--- src/rtl/uart_mem_dump_pkg.sv ---
// Shared types and constants for the RAM dump-over-UART path.
// Dump FSM and serialiser phase encodings live here.
package uart_mem_dump_pkg;

  typedef enum logic [2:0] {
    S_IDLE,
    S_HDR,
    S_RD,
    S_WAIT,
    S_SADDR,
    S_SVAL,
    S_TRL,
    S_DONE
  } dump_state_t;

  typedef enum logic [1:0] {
    TX_IDLE,
    TX_START,
    TX_DATA,
    TX_STOP
  } tx_phase_t;

  localparam logic [7:0] HDR_DEFAULT = 8'hA5;
  localparam logic [7:0] TRL_DEFAULT = 8'h5A;
  localparam int DUMP_BYTES = 34;
  localparam int MEM_DEPTH = 16;
  localparam logic [3:0] LAST_ADDR = 4'(MEM_DEPTH - 1);

  function automatic logic [7:0] addr_byte(input logic [3:0] a);
    return {4'h0, a};
  endfunction

endpackage

--- src/rtl/uart_mem_dump_tx.sv ---
// 8N1 UART serialiser, LSB first, idle high.
// tx_done is high during the last clock of the stop bit.
module uart_tx_core
  import uart_mem_dump_pkg::*;
#(
  parameter int CLKS_PER_BIT = 5208
) (
  input  logic       clk,
  input  logic       rst_n,
  input  logic       tx_dv,
  input  logic [7:0] tx_byte,
  output logic       tx_serial,
  output logic       tx_active,
  output logic       tx_done
);

  localparam int CW = (CLKS_PER_BIT > 1) ? $clog2(CLKS_PER_BIT) : 1;
  localparam logic [CW-1:0] BAUD_LAST = CW'(CLKS_PER_BIT - 1);

  tx_phase_t     phase;
  tx_phase_t     phase_d;
  logic [CW-1:0] baud_cnt;
  logic [2:0]    bit_idx;
  logic [7:0]    shreg;
  logic          bit_end;

  assign bit_end   = (baud_cnt == BAUD_LAST);
  assign tx_active = (phase != TX_IDLE);
  assign tx_done   = (phase == TX_STOP) && bit_end;

  always_comb begin
    phase_d = phase;
    unique case (phase)
      TX_IDLE:  if (tx_dv) phase_d = TX_START;
      TX_START: if (bit_end) phase_d = TX_DATA;
      TX_DATA:  if (bit_end && bit_idx == 3'd7) phase_d = TX_STOP;
      TX_STOP:  if (bit_end) phase_d = TX_IDLE;
    endcase
  end

  always_ff @(posedge clk or negedge rst_n) begin
    if (!rst_n) begin
      phase     <= TX_IDLE;
      baud_cnt  <= '0;
      bit_idx   <= '0;
      shreg     <= '0;
      tx_serial <= 1'b1;
    end else begin
      phase <= phase_d;
      if (phase == TX_IDLE) begin
        baud_cnt <= '0;
        bit_idx  <= '0;
        if (tx_dv) begin
          shreg     <= tx_byte;
          tx_serial <= 1'b0;
        end
      end else if (!bit_end) begin
        baud_cnt <= baud_cnt + 1'b1;
      end else begin
        baud_cnt <= '0;
        if (phase_d == TX_STOP || phase_d == TX_IDLE) begin
          tx_serial <= 1'b1;
        end else begin
          // shreg[0] is the bit on the line while in DATA
          tx_serial <= (phase == TX_START) ? shreg[0] : shreg[1];
          if (phase == TX_DATA) begin
            shreg   <= shreg >> 1;
            bit_idx <= bit_idx + 1'b1;
          end
        end
      end
    end
  end

endmodule

--- src/rtl/uart_mem_dump.sv ---
// Dumps the 16x8 RAM as a framed byte stream over UART TX.
// Frame: header, {addr, value} x16, trailer.
module uart_mem_dump
  import uart_mem_dump_pkg::*;
#(
  parameter int         CLKS_PER_BIT = 5208,
  parameter logic [7:0] HDR_BYTE     = HDR_DEFAULT,
  parameter logic [7:0] TRL_BYTE     = TRL_DEFAULT
) (
  input  logic       CLOCK_50,
  input  logic       RESET_N,
  input  logic       dump_start,
  output logic [3:0] mem_addr,
  input  logic [7:0] mem_data,
  output logic       busy,
  output logic       done,
  output logic       UART_TXD
);

  dump_state_t state;
  dump_state_t state_d;
  logic [3:0]  addr_d;
  logic [7:0]  value;
  logic        capture;
  logic        tx_dv;
  logic [7:0]  tx_byte;
  logic        tx_active;
  logic        tx_done;

  assign busy = (state != S_IDLE) && (state != S_DONE);
  assign done = (state == S_DONE);

  uart_tx_core #(
    .CLKS_PER_BIT(CLKS_PER_BIT)
  ) u_tx (
    .clk      (CLOCK_50),
    .rst_n    (RESET_N),
    .tx_dv    (tx_dv),
    .tx_byte  (tx_byte),
    .tx_serial(UART_TXD),
    .tx_active(tx_active),
    .tx_done  (tx_done)
  );

  always_comb begin
    state_d = state;
    addr_d  = mem_addr;
    capture = 1'b0;
    tx_dv   = 1'b0;
    tx_byte = 8'h00;
    unique case (state)
      S_IDLE: if (dump_start) state_d = S_HDR;
      S_HDR: begin
        tx_dv   = !tx_active;
        tx_byte = HDR_BYTE;
        if (tx_done) begin
          state_d = S_RD;
          addr_d  = '0;
        end
      end
      S_RD: state_d = S_WAIT;
      S_WAIT: begin
        // address byte launches here to keep the read gap short
        capture = 1'b1;
        tx_dv   = 1'b1;
        tx_byte = addr_byte(mem_addr);
        state_d = S_SADDR;
      end
      S_SADDR: if (tx_done) state_d = S_SVAL;
      S_SVAL: begin
        tx_dv   = !tx_active;
        tx_byte = value;
        if (tx_done) begin
          if (mem_addr == LAST_ADDR) begin
            state_d = S_TRL;
          end else begin
            state_d = S_RD;
            addr_d  = mem_addr + 4'd1;
          end
        end
      end
      S_TRL: begin
        tx_dv   = !tx_active;
        tx_byte = TRL_BYTE;
        if (tx_done) state_d = S_DONE;
      end
      S_DONE: state_d = S_IDLE;
    endcase
  end

  always_ff @(posedge CLOCK_50 or negedge RESET_N) begin
    if (!RESET_N) begin
      state    <= S_IDLE;
      mem_addr <= '0;
      value    <= '0;
    end else begin
      state    <= state_d;
      mem_addr <= addr_d;
      if (capture) value <= mem_data;
    end
  end

endmodule

--- config.mk ---
export PLATFORM = sky130hd
export DESIGN_NAME = uart_mem_dump
export DESIGN_NICKNAME = d
export VERILOG_FILES = /design/src/rtl/uart_mem_dump_pkg.sv /design/src/rtl/uart_mem_dump_tx.sv /design/src/rtl/uart_mem_dump.sv
export SDC_FILE = /design/constraint.sdc
export NUM_CORES = 1
export LEC_CHECK = 0
export BUFFER_PORTS_ARGS = -buffer_cell sky130_fd_sc_hd__buf_2
export CORE_ASPECT_RATIO = 1.1
export CORE_MARGIN = 5
export CORE_UTILIZATION = 35
export CTS_CLUSTER_DIAMETER = 50
export CTS_CLUSTER_SIZE = 30
export DETAILED_ROUTE_END_ITERATION = 16
export PLACE_DENSITY = 0.51
export REMOVE_ABC_BUFFERS = 1
export SLEW_MARGIN = 20
export SYNTH_ARGS = -nofsm -noshare
export SYNTH_HDL_FRONTEND = slang
export SYNTH_SLANG_ARGS = --single-unit
--- constraint.sdc ---
create_clock -name CLOCK_50 -period 4.2 [get_ports CLOCK_50]
set_input_delay 0.21 -clock CLOCK_50 [delete_from_list [all_inputs] [get_ports CLOCK_50]]
set_output_delay 0.21 -clock CLOCK_50 [all_outputs]
set_load 0.05 [all_outputs]
==> results.tsv, run 1 <==
stage	metric	value	unit
run_status	outcome	finished clean	
clocking	cts.sinks	42	
sta	skew	5.63	ps
clocking	hold_buffers	0	
flow_run	maxCapViolations	0	
power_and_ir_drop	power.total	681	µW
route	drt.antenna.violating_nets	0	
clocking	cts_root_buf	clkbuf_8	
clocking	ctsResizeCount	0	
power_and_ir_drop	ir_drop	0.137	mV
global_route	grt_use_total	0.119	
floorplanning	io_pins	18	
global_route	grt_pass1_wl	7.79	mm
worst_setup_path	cp_data_arrival_time	2490	ps
synthesis	yosys.area_share.simple	0.210	
worst_setup_path	worstSetupPathType	flop to flop	
finish	drive_above_1_share	0.205	
worst_setup_path	path_delay_family	simple AND/OR/NAND/NOR gates	
placed_design	gp_congestion	0.777	
placed_design	placedCellCount	305	
placed_design	hpwl	3.09	mm
clocking	clk_pin_slew	80	ps
worst_setup_path	startpoint_type	flop	
global_route	grt_pass1_vias	1577	
synthesis	synth-xor-area-share	0.0502	
power_and_ir_drop	p_leak	0.00120	µW
floorplanning	die_x	86.7	µm
sta	drv_slew	0	
worst_setup_path	cpPeakStageDelay	740	ps
sta	worst_slew_pin_slew	882	ps
finish	area_delta_synth_final	10.3	%
sta	fmax	0.431	GHz
finish	layout_commonest_cell	dfrtp_1	
synthesis	yosys.area_share.adder	0.0442	
synthesis	synth.area.mux_share	0.0629	
route	drc_errors	0	
worst_setup_path	worstPathRequired	4370	ps
global_route	antenna_found_initial	0	
global_route	grt_max_degree	43	
synthesis	syn_inst	217	
synthesis	ys_ff_latch	42	
clocking	cts_setup_buffers	0	
route	wl_per_cell	14.0	µm
finish	nets	252	
route	drt_iter0_drc	77	
sta	maxSlewHeadroom	0.411	
synthesis	avgSynthCellArea	10.4	µm²
synthesis	synth-seq-area-share	0.464	
clocking	htree_levels	2	
worst_setup_path	path_buf_inv	0	
synthesis	synth-compound-area-share	0.134	
finish	final_cell_mix	dfrtp_1 (41), nor2_1 (26), buf_2 (16), a21oi_1 (15), nand2_1 (13)	
floorplanning	fp.dieH	94.4	µm
synthesis	synth_edf_count	0	
clocking	cts_buffers	5	
placed_design	post-place-ws	1860	ps
finish	num_antenna_cells	0	
floorplanning	core	6230	µm²
route	via_count	1604	
placed_design	portBuffers	17	
synthesis	synth_cell_types	52	
clocking	cts_tree	built	
floorplanning	die_area	8190	µm²
worst_hold_path	hold_path.class	input pin to flop	
finish	fillerInstances	634	
route	avgViaCountPerCell	5.11	
finish	fin_util	0.401	
worst_setup_path	cp_max_fo	11	
sta	final.setup.worst_slack	1880	ps
worst_setup_path	end_kind	flop	
route	drt_first_pass_iters	4	
synthesis	synth_flop_cell	dfrtp_1	
worst_setup_path	crit_chain	ha_1 -> nor2b_1 -> o21ai_1 -> nand3_2 -> xnor2_1 -> a22o_1	
floorplanning	rows	30	
synthesis	synth_top_family_by_area	simple AND/OR/NAND/NOR gates	
sta	rsz0062_at_grt	false	
clocking	insertion_delay	280	ps
power_and_ir_drop	power_density	272	nW/µm²
clocking	cts_buffer_depth	2	
worst_setup_path	cpMaxStageDelayCell	nor2b_1	
sta	hold_viol_final	0	
global_route	grt-ovfl-total	0	
sta	min_period	2320	ps
floorplanning	start_util	0.364	
sta	finalSetupViolations	0	
synthesis	yosys_warnings	0	
sta	min_period_over_period	0.552	
sta	tns	0	ps
synthesis	syn-cell-area	2270	µm²
finish	final_cells	314	
route	wl	4.39	mm
synthesis	async_reset_ff_frac	1.00	
## power breakdown
group	switching (µW)	internal, µW	total (µW)
combinational	9.09	4.74	13.8
clock	131	133	263
sequential	0	404	404
total	140	541	681
## cell families after synthesis
logic type | Yosys count
XOR/XNOR | 13
flip-flops | 42
adder cells (fa/ha/maj) | 8
buffers and inverters | 15
AND/OR/NAND/NOR | 81
multiplexers | 12
AO/OA/AOI/OAI | 46
## worst paths after layout
path                                       startpoint                           to  slack [ps]  depth (start not counted)
min                                       mem_data[7]         value[7]$_DFFE_PN0P_         150                          2
min reg2reg                u_tx.baud_cnt[0]$_DFF_PN0_   u_tx.baud_cnt[0]$_DFF_PN0_         480                          1
max reg2reg                      state[0]$_DFFE_PN0P_  u_tx.bit_idx[0]$_DFFE_PN0P_        1880                          6
min in group asynchronous                     RESET_N    u_tx.shreg[1]$_DFFE_PN0P_         450                          2
max                              state[0]$_DFFE_PN0P_  u_tx.bit_idx[0]$_DFFE_PN0P_        1880                          6
max in group asynchronous                     RESET_N   u_tx.baud_cnt[3]$_DFF_PN0_        3370                          2
## registers in the layout (all words and copies together) (netlist names)
register / count
u_tx.tx_serial: 1
u_tx.shreg: 8
u_tx.bit_idx: 3
u_tx.baud_cnt: 13
value: 8
state: 3
u_tx.phase: 2
mem_addr: 4
## layout make-up
class / instances / area [µm²] / share of cell area
clock buffer: 7 / 86.3 / 0.0345
clock inverter: 1 / 5.00 / 0.00200
inverter: 6 / 22.5 / 0.00901
multi-input combinational: 160 / 1140 / 0.454
sequential: 42 / 1050 / 0.421
tap: 80 / 100 / 0.0400
timing repair buffer: 18 / 97.6 / 0.0390
## cells in the mapped netlist (2+ instances only)
library cell / instances / area, µm²
inv_1: 6 / 22.5
ha_1: 8 / 100
nand4_1: 3 / 18.8
a22o_1: 2 / 17.5
nand2b_1: 3 / 18.8
clkbuf_1: 3 / 11.3
xor2_1: 5 / 43.8
o21a_1: 2 / 15.0
nor2_1: 26 / 97.6
mux2_4: 2 / 30.0
a31oi_1: 2 / 12.5
a221o_1: 5 / 50.1
or2_2: 2 / 12.5
and3_1: 8 / 50.1
nand2_1: 13 / 48.8
o21ai_0: 9 / 45.0
nor3_1: 3 / 15.0
buf_2: 3 / 15.0
xnor2_1: 8 / 70.1
o21ai_1: 2 / 10.0
dfrtp_1: 41 / 1030
mux2_2: 9 / 101
and4_1: 2 / 17.5
a21oi_1: 15 / 75.1
nand3_1: 8 / 40.0
## through the flow
stage | cell area, µm² | hold WS, ps
3_5_place_dp | 2400 | 435
2_1_floorplan | 2210 | -85.6
5_1_grt | 2500 | 146
3_3_place_gp | 2400 | 429
4_1_cts | 2490 | 116
6_report | 2500 | 153
## worst register-to-register path, delay by kind of cell, from the launching register on
family                     cells  cell delay (ps)
adders and majority gates      1              270
xor gates and xnor gates       1               70
and+or+nand+nor                2              920
AOI/OAI and AO/OA              2              540
DFF                            1              400
## layer usage
layer	routed length (µm)	global-route usage	part of all wire
met3	132	0.0271	0.030
met4	31	0.0273	0.0071
met1	2190	0.174	0.50
met5	0	0	0
met2	2040	0.177	0.46
Power figures use the tool's default switching activity.
==> run 2: changes to the inputs <==
==> constraint.sdc (replaced) <==
create_clock -name CLOCK_50 -period 2.4 [get_ports CLOCK_50]
set_input_delay 0.12 -clock CLOCK_50 [delete_from_list [all_inputs] [get_ports CLOCK_50]]
set_output_delay 0.12 -clock CLOCK_50 [all_outputs]
set_load 0.05 [all_outputs]
==> results.tsv, run 2 (synthesis gave the netlist of run 1 again) <==
stage	metric	value	unit	change
global_route	grt-ovfl-total	0		unchanged
floorplanning	start_util	0.364		unchanged
finish	drive_above_1_share	0.219		was 0.205
finish	fillerInstances	641		was 634
clocking	cts_buffers	5		unchanged
clocking	hold_buffers	0		unchanged
route	wl_per_cell	14.2	µm	was 14.0 µm
run_status	outcome	finished, violations left		was finished clean
worst_setup_path	cp_data_arrival_time	2220	ps	was 2490 ps
worst_setup_path	end_kind	flop		unchanged
sta	finalSetupViolations	0		unchanged
sta	rsz0062_at_grt	false		unchanged
sta	hold_slack	-23.4	ps	was 153 ps
clocking	cts.sinks	42		unchanged
sta	worst_slew_pin_slew	950	ps	was 882 ps
finish	reg.largest.list	u_tx.baud_cnt: 13 flops, u_tx.shreg: 8 flops, value: 8 flops		unchanged
finish	largest-register	u_tx.baud_cnt		unchanged
route	avgViaCountPerCell	5.09		was 5.11
floorplanning	io_pins	18		unchanged
clocking	cts_tree	built		unchanged
global_route	grt_pass1_vias	1590		was 1577
finish	area_delta_synth_final	10.8	%	was 10.3%
floorplanning	fp.dieH	94.4	µm	unchanged
flow_run	maxCapViolations	0		unchanged
sta	skew	5.39	ps	was 5.63 ps
run_status	violations	negative hold slack		
power_and_ir_drop	power_density	468	nW/µm²	was 272 nW/µm²
sta	min_period_over_period	0.849		was 0.552
power_and_ir_drop	ir_drop	0.320	mV	was 0.137 mV
finish	nets	255		was 252
global_route	antenna_found_initial	0		unchanged
placed_design	gp_congestion	0.749		was 0.777
sta	tns	0	ps	unchanged
worst_setup_path	r2r_slack	360	ps	was 1880 ps
worst_setup_path	worstPathRequired	2590	ps	was 4370 ps
worst_setup_path	cpPeakStageDelay	410	ps	was 740 ps
floorplanning	die_area	8190	µm²	unchanged
sta	min_period	2040	ps	was 2320 ps
route	drt_iter0_drc	92		was 77
finish	final_cell_mix	dfrtp_1 (41), nor2_1 (26), buf_2 (17), a21oi_1 (15), nand2_1 (13)		was dfrtp_1 (41), nor2_1 (26), buf_2 (16), a21oi_1 (15), nand2_1 (13)
floorplanning	die_x	86.7	µm	unchanged
clocking	htree_levels	2		unchanged
route	drt_first_pass_iters	4		unchanged
worst_setup_path	rr_startpoint	state[0]$_DFFE_PN0P_		unchanged
finish	largest_reg_flops	13		unchanged
clocking	insertion_delay	290	ps	was 280 ps
worst_setup_path	startpoint_type	flop		unchanged
route	drc_errors	0		unchanged
sta	maxSlewHeadroom	0.366		was 0.411
worst_setup_path	worstSetupPathType	flop to flop		unchanged
worst_hold_path	hold_path.class	input pin to asynchronous set/reset pin		was input pin to flop
worst_setup_path	cp_max_fo	8		was 11
sta	hold_viol_final	41		was 0
route	drt.antenna.violating_nets	0		unchanged
finish	fin_util	0.403		was 0.401
power_and_ir_drop	p_leak	0.00121	µW	was 0.00120 µW
sta	fmax	0.491	GHz	was 0.431 GHz
finish	multi_input_area	1140	µm²	unchanged
clocking	cts_root_buf	clkbuf_8		unchanged
route	via_count	1612		was 1604
global_route	grt_pass1_wl	7.82	mm	was 7.79 mm
worst_setup_path	cpMaxStageDelayCell	o21ai_1		was nor2b_1
finish	layout_commonest_cell	dfrtp_1		unchanged
floorplanning	rows	30		unchanged
clocking	cts_buffer_depth	2		unchanged
clocking	ctsResizeCount	0		unchanged
finish	num_antenna_cells	0		unchanged
clocking	cts_setup_buffers	0		unchanged
floorplanning	core	6230	µm²	unchanged
clocking	clk_pin_slew	80	ps	about the same
placed_design	portBuffers	17		unchanged
worst_setup_path	startpoint	state[0]$_DFFE_PN0P_		unchanged
finish	register_area	1050	µm²	unchanged
route	wl	4.52	mm	was 4.39 mm
sta	drv_slew	0		unchanged
global_route	grt_use_total	0.121		was 0.119
global_route	grt_max_degree	43		unchanged
worst_setup_path	crit_chain	inv_1 -> ha_1 -> a21o_1 -> o21ai_1 -> nand3_2 -> xnor2_1 -> a22o_1		was ha_1 -> nor2b_1 -> o21ai_1 -> nand3_2 -> xnor2_1 -> a22o_1
placed_design	hpwl	3.22	mm	was 3.09 mm
## run 2: cell types whose count changed in the layout (fill, tap and decap cells not counted), sizes merged
cell / before / now
clkbuf: 7 / 6
clkinv: 1 / 2
buf: 17 / 21
dlygate4sd3: 1 / 0
## run 2: layout make-up
class | instances | area share
tap | 80 | 0.0398
timing repair buffer | 21 | 0.0458
multi-input combinational | 160 | 0.452
sequential | 42 | 0.419
clock inverter | 2 | 0.00548
inverter | 6 | 0.00896
clock buffer | 6 | 0.0289
## run 2: worst max-delay path: cells and delay by family (launching register included)
kind                       cells  cell delay, ps
DFF                            1             400
AOI/OAI and AO/OA              3             810
adders and majority gates      1             290
buffers and inverters          1              90
and+or+nand+nor                1             180
xor gates and xnor gates       1             160
## run 2: per-stage QoR
stage | cells | area (µm²) | setup WS (ps) | hold slack [ps] | power [µW]
after floorplan | 208 | 2210 | 442 | -176 | 723
after global placement | 309 | 2430 | 450 | 339 | 745
after detailed placement | 309 | 2430 | 368 | 326 | 745
after CTS | 317 | 2510 | 351 | 6.79 | 1200
after global routing | 317 | 2510 | 168 | 48.7 | 1240
final | 317 | 2510 | 363 | -23.4 | 1180
## run 2: power by group
part	total [µW]	internal [µW]	switching (µW)	leakage, µW
registers	707	707	0	0.000558
clock network	446	205	241	0.0000452
logic	22.5	6.74	15.8	0.000607
total	1180	919	257	0.00121
## run 2: worst paths after layout
path	cells past startpoint	end
max	7	u_tx.bit_idx[0]$_DFFE_PN0P_
min	1	mem_addr[2]$_DFFE_PN0P_
max reg2reg	7	u_tx.bit_idx[0]$_DFFE_PN0P_
min reg2reg	1	u_tx.baud_cnt[0]$_DFF_PN0_
max in group asynchronous	1	u_tx.shreg[2]$_DFFE_PN0P_
min in group CLOCK_50	2	value[3]$_DFFE_PN0P_
## run 2: layer usage
metal,track usage,part of all wire,vias up
met2,0.178,0.43,12
met1,0.174,0.53,782
met4,0.0351,0.0071,0
met5,0,0,-
li1,-,-,816
met3,0.0314,0.025,2
